File: src/rtl/uart_tx_param.sv
// uart_tx_param: parametrised UART transmitter (start, DATA_BITS payload LSB first,
// optional odd/even parity, 1 or 2 stop bits) with a run-time baud divisor.
// Define UART_TX_BREAK_EN to add the tx_break_i port and the line-break state.
module uart_tx_param #(
   parameter int unsigned CLK_FREQ    = 50,
   parameter int unsigned UART_BPS    = 9600,
   parameter int unsigned DATA_BITS   = 8,
   parameter int unsigned PARITY_MODE = 1,
   parameter int unsigned STOP_BITS   = 1
) (
   input  logic                 clk_i,
   input  logic                 rst_n_i,
   input  logic                 tx_valid_i,
   output logic                 tx_ready_o,
   input  logic [DATA_BITS-1:0] tx_data_i,
   input  logic [15:0]          baud_div_i,
`ifdef UART_TX_BREAK_EN
   input  logic                 tx_break_i,
`endif
   output logic                 tx_busy_o,
   output logic                 tx_done_o,
   output logic                 uart_txd_o
);

   localparam int unsigned BPS_DR    = CLK_FREQ * 1000000 / UART_BPS;
   localparam logic [15:0] BPS_DR_W  = 16'(BPS_DR);
   localparam logic [3:0]  LAST_DATA = 4'(DATA_BITS - 1);
   localparam logic [3:0]  LAST_STOP = 4'(STOP_BITS - 1);

   typedef enum logic [2:0] {
      StIdle, StStart, StData, StParity, StStop
`ifdef UART_TX_BREAK_EN
      , StBreak
`endif
   } state_e;

   state_e               state_q, state_d;
   logic [DATA_BITS-1:0] data_q, data_d, data_sh;
   logic [15:0]          div_q, div_d, div_eff;
   logic [15:0]          cnt_q, cnt_d;
   logic [3:0]           idx_q, idx_d;
   logic                 par_q, par_d;
   logic                 brk_q, brk_d;   // current STOP period is the mark after a break
   logic                 done_q, done_d;
   logic                 txd_q, txd_d;
   logic                 bit_end, accept;

   function automatic logic calc_parity(input logic [DATA_BITS-1:0] d);
      if (PARITY_MODE == 2) return ^d;
      if (PARITY_MODE == 1) return ~^d;
      return 1'b0;
   endfunction

   assign div_eff = (baud_div_i < 16'd2) ? BPS_DR_W : baud_div_i;
   assign bit_end = (cnt_q == div_q - 16'd1);
   assign accept  = tx_valid_i && tx_ready_o;

`ifdef UART_TX_BREAK_EN
   assign tx_ready_o = (state_q == StIdle) && !tx_break_i;
`else
   assign tx_ready_o = (state_q == StIdle);
`endif
   assign tx_busy_o  = (state_q != StIdle);
   assign tx_done_o  = done_q;
   assign uart_txd_o = txd_q;

   // Next-state logic: frame sequencing, baud and bit-index counters
   always_comb begin
      state_d = state_q;
      data_d  = data_q;
      div_d   = div_q;
      par_d   = par_q;
      idx_d   = idx_q;
      brk_d   = brk_q;
      done_d  = 1'b0;
      cnt_d   = bit_end ? 16'd0 : cnt_q + 16'd1;
      unique case (state_q)
         StIdle: begin
            cnt_d = '0;
            idx_d = '0;
            brk_d = 1'b0;
`ifdef UART_TX_BREAK_EN
            if (tx_break_i) begin
               state_d = StBreak;
               div_d   = div_eff;
               brk_d   = 1'b1;
            end else
`endif
            if (accept) begin
               state_d = StStart;
               data_d  = tx_data_i;
               div_d   = div_eff;
               par_d   = calc_parity(tx_data_i);
            end
         end
         StStart: begin
            if (bit_end) begin
               state_d = StData;
               idx_d   = '0;
            end
         end
         StData: begin
            if (bit_end) begin
               if (idx_q == LAST_DATA) begin
                  idx_d   = '0;
                  state_d = (PARITY_MODE != 0) ? StParity : StStop;
               end else begin
                  idx_d = idx_q + 4'd1;
               end
            end
         end
         StParity: begin
            if (bit_end) begin
               state_d = StStop;
               idx_d   = '0;
            end
         end
         StStop: begin
            if (bit_end) begin
               if (idx_q == LAST_STOP) begin
                  state_d = StIdle;
                  idx_d   = '0;
                  done_d  = !brk_q;
               end else begin
                  idx_d = idx_q + 4'd1;
               end
            end
         end
`ifdef UART_TX_BREAK_EN
         StBreak: begin
            cnt_d = '0;
            idx_d = '0;
            if (!tx_break_i) state_d = StStop;
         end
`endif
         default: state_d = StIdle;
      endcase
   end

   // Line level for the state being entered, so uart_txd_o is registered with no lag
   always_comb begin
      data_sh = data_d >> idx_d;
      unique case (state_d)
         StStart:  txd_d = 1'b0;
         StData:   txd_d = data_sh[0];
         StParity: txd_d = par_d;
`ifdef UART_TX_BREAK_EN
         StBreak:  txd_d = 1'b0;
`endif
         default:  txd_d = 1'b1;
      endcase
   end

   // State register with synchronous active-low reset
   always_ff @(posedge clk_i) begin
      if (!rst_n_i) begin
         state_q <= StIdle;
         data_q  <= '0;
         div_q   <= '0;
         cnt_q   <= '0;
         idx_q   <= '0;
         par_q   <= 1'b0;
         brk_q   <= 1'b0;
         done_q  <= 1'b0;
         txd_q   <= 1'b1;
      end else begin
         state_q <= state_d;
         data_q  <= data_d;
         div_q   <= div_d;
         cnt_q   <= cnt_d;
         idx_q   <= idx_d;
         par_q   <= par_d;
         brk_q   <= brk_d;
         done_q  <= done_d;
         txd_q   <= txd_d;
      end
   end

endmodule

File: config.mk
export PLATFORM = sky130hd
export DESIGN_NAME = uart_tx_param
export DESIGN_NICKNAME = d
export VERILOG_FILES = /design/src/rtl/uart_tx_param.sv
export SDC_FILE = /design/constraint.sdc
export NUM_CORES = 1
export LEC_CHECK = 0
export BUFFER_PORTS_ARGS = -buffer_cell sky130_fd_sc_hd__buf_2
export CAP_MARGIN = 20
export CELL_PAD_IN_SITES_DETAIL_PLACEMENT = 1
export CELL_PAD_IN_SITES_GLOBAL_PLACEMENT = 1
export CORE_UTILIZATION = 47
export CTS_CLUSTER_SIZE = 12
export DETAILED_ROUTE_END_ITERATION = 8
export GPL_ROUTABILITY_DRIVEN = 0
export PLACE_DENSITY = 0.95
export SLEW_MARGIN = 20
export SYNTH_ARGS = -nofsm -noshare
export SYNTH_HDL_FRONTEND = slang
export SYNTH_SLANG_ARGS = --single-unit
export TNS_END_PERCENT = 1
File: constraint.sdc
create_clock -name clk_i -period 8.11 [get_ports clk_i]
set_input_delay 0 -clock clk_i [delete_from_list [all_inputs] [get_ports clk_i]]
set_output_delay 0 -clock clk_i [all_outputs]
set_load 0.005 [all_outputs]
==> qor.tcl <==
set qor(outcome) {complete, but fails checks}
set qor(violations) {negative hold slack}
set qor(critPathRequiredTime_ns) 8.31
set qor(grt_start_max_net_pins) 33
set qor(critical_path_arrival_ns) 4.68
set qor(sequential_cell_area_um2) 1000
set qor(pwr_density_cell_nw_per_um2) 167
set qor(arithmetic_cell_share_of_the_synthesized_area_counting_full_adders_half_adders_and_majority_gates_pct) 2.08
set qor(power_leakage_nw) 1.31
set qor(timing_max_transition_violations_final) 0
set qor(layout-area-overhead-vs-synth_pct) 15.4
set qor(first_global_vias) 3341
set qor(detail_route.drc_violations) 0
set qor(antenna_cells) 0
set qor(grt_pass1_wl_um) 18300
set qor(final.period_utilization_pct) 55.2
set qor(post_cts.resized_instances) 0
set qor(synth_xor_area_share_pct) 12.2
set qor(critical_path.n_buffers_inverters) 0
set qor(number_of_hold_violations_in_the_final_report) 1
set qor(synth_seq_area_share_pct) 33.9
set qor(io-pin-count) 31
set qor(final-setup-viol-count) 0
set qor(antenna_found_initial) 0
set qor(syn-mean-instance-area_um2) 8.04
set qor(clock_path_buffers) 2
set qor(finalWorstSetupSlack_ns) 3.63
set qor(fillers) 710
set qor(detailedPlace.worstSlack_ns) 4.08
set qor(synth_edf_count) 0
set qor(synth_cell_types) 60
set qor(irDropWorstVdd_mv) 0.0918
set qor(grt_setup_unrepaired) {false}
set qor(ys_seq_elements) 50
set qor(worst_max_slew_pin_slew_ns) 0.934
set qor(cpPeakStageDelay_ns) 0.74
set qor(final_common_cell) {nand2_1}
set qor(setup_total_negative_slack_ns) 0
set qor(timing.max_slew.rel_slack_pct) 36.1
set qor(grt_overflow_total) 0
set qor(layout.nets) 434
set qor(clock.fmax_mhz) 223
set qor(top_delay_family_on_crit_path) {simple AND/OR/NAND/NOR gates}
set qor(routed_wirelength_um) 11700
set qor(die_area_um2) 6600
set qor(post_route_cells_drive_above_1_share_pct) 14.4
set qor(whs_ns) -0.0100
set qor(synth_top_flop_cell) {dfxtp_1}
set qor(timing.final.crit_period_ns) 4.48
set qor(root_buffer) {clkbuf_8}
set qor(via_count) 3200
set qor(die_y_um) 81.2
set qor(critical_path.max_fanout) 12
set qor(synth-compound-area-share_pct) 17.6
set qor(die-width_um) 81.2
set qor(ctsHtreeMaxLevel) 2
set qor(cts_setup_buffers) 0
set qor(drt_pre_antenna_iters) 5
set qor(synth_top_family_by_area) {simple AND/OR/NAND/NOR gates}
set qor(antenna_violating_nets_post_route) 0
set qor(track_usage_pct) 37.6
set qor(clock-skew-final_ns) 0.0194
set qor(tritoncts.num_buffers) 5
set qor(detailed_place.area_um2) 3110
set qor(nets_in_the_synthesized_netlist) 398
set qor(drt_iter0_drc) 337
set qor(critical_path.cell_chain) {nor4_4, nand4_1, nor4b_1, a21oi_1, or4_1, maj3_2, a21oi_4, mux2_2, o221ai_1, o211ai_2}
set qor(synth.yosys.warnings) 0
set qor(timing.critical_path.to_type) {register}
set qor(final_cell_mix) {nand2_1, dfxtp_1, nor2_1}
set qor(post_synth_instance_area_um2) 2950
set qor(rows) 28
set qor(postCtsHoldBufs) 18
set qor(crit_path_top_delay_cell) {nor4_4}
set qor(asyncSetResetFlopFracSynth_pct) 0
set qor(netlist_instances) 367
set qor(crit_type) {register to register}
set qor(io_buffers) 30
set qor(fp.coreArea_um2) 5990
set qor(post_drt_via_cell_ratio) 6.68
set qor(hp-class) {input port to register}
set qor(layout.cell_area.non_filler_um2) 3410
set qor(cts_sinks) 50
set qor(dp.final_hpwl_um) 6290
set qor(tritoncts) {built}
set qor(synth_simple_gate_area_share_pct) 27.8
set qor(routed_wire_length_per_instance_um) 24.3
set qor(clock_transition_at_the_register_clock_pins_on_the_worst_setup_and_hold_paths_after_cts_ns) 0.11
set qor(critical_path.startpoint_type) {register}
set qor(starting_density_of_the_core_pct) 49.3
set qor(synthMuxAreaShare_pct) 1.87
set qor(multi_input_area_um2) 1820
set qor(timing.max_cap.violations) 0
set qor(clkLatencyLatePin_ns) 0.32
set qor(finished_core_util_pct) 56.9
-- path summary, 6_finish.rpt --
path | startpoint | to | slack [ns] | cells after the start
setup / recovery | div_q[2]$_SDFFE_PN0P_ | uart_txd_o$_SDFF_PN1_ | 3.63 | 10
hold / removal | tx_data_i[7] | data_q[7]$_SDFF_PN0_ | -0.01 | 3
setup reg to reg | div_q[2]$_SDFFE_PN0P_ | uart_txd_o$_SDFF_PN1_ | 3.63 | 10
hold reg to reg | data_q[5]$_SDFF_PN0_ | data_q[5]$_SDFF_PN0_ | 0.52 | 2
-- state kept, by name, summed over array words and instances (netlist names) --
signal and cells:
cnt_q 16, data_q 8, tx_done_o 1, uart_txd_o 1
div_q 16, idx_q 4, state_q 3, par_q 1
-- layer usage --
layer,GRT usage (%),routed length [um],vias to the layer above,part of all wire (%)
met4,18.8,633,0,5.4
met5,0,0,-,0
met2,62.4,5430,266,47
met1,45.8,4490,1511,39
met3,8.09,1100,79,9.4
li1,-,-,1344,-
-- cells in the mapped netlist, drive strengths merged, types with 6 or more instances --
| cell | n | area (um^2) |
|---|---|---|
| nand2 | 55 | 206 |
| dfxtp | 50 | 1000 |
| nor2 | 41 | 154 |
| xnor2 | 23 | 201 |
| a21boi | 18 | 135 |
| xor2 | 18 | 158 |
| nand3 | 17 | 85.1 |
| clkbuf | 16 | 60.1 |
| inv | 13 | 48.8 |
| nand4 | 9 | 56.3 |
| nor3 | 9 | 50.1 |
| o21ai | 9 | 45.0 |
| a21oi | 6 | 45.1 |
| nor4 | 6 | 58.8 |
| o221a | 6 | 67.6 |
-- logic make-up (layout without fill, tap and decap cells) --
kind of cell             count (synthesis)  after routing
AO/OA/AOI/OAI                           67             67
XOR/XNOR                                41             41
adder cells (fa/ha/maj)                  5              5
buffers and inverters                   33             70
flip-flops                              50             50
multiplexers                             5              5
AND/OR/NAND/NOR                        166            166
-- worst register-to-register path: stages (launching register included) --
cell      delay, ns
dfxtp_1        0.44
nor4_4         0.74
nand4_1        0.42
nor4b_1        0.60
a21oi_1        0.24
or4_1          0.59
maj3_2         0.41
a21oi_4        0.25
mux2_2         0.38
o221ai_1       0.20
o211ai_2       0.11
-- stage by stage --
step                instances  total power (W)  hold WS [ns]
global route              479         0.000581       0.00570
global placement          452         0.000358         0.264
CTS                       478         0.000544       0.00111
detailed placement        452         0.000367         0.276
finish                    479         0.000569       -0.0100
floorplan                 367         0.000339         0.145
-- layout make-up --
class / instances / area share, %
multi-input combinational: 284 / 53.3
sequential: 50 / 29.4
timing repair buffer: 49 / 9.99
tap: 75 / 2.76
clock buffer: 7 / 2.24
inverter: 13 / 1.43
clock inverter: 1 / 0.882
-- power by group --
part / leakage, nW / internal (W) / switching (W)
clock: 0.0524 / 0.0000927 / 0.0000900
sequential: 0.408 / 0.000255 / 0.0000166
combinational: 0.846 / 0.0000467 / 0.0000685
Note: power is estimated with default switching activity, not from simulation.
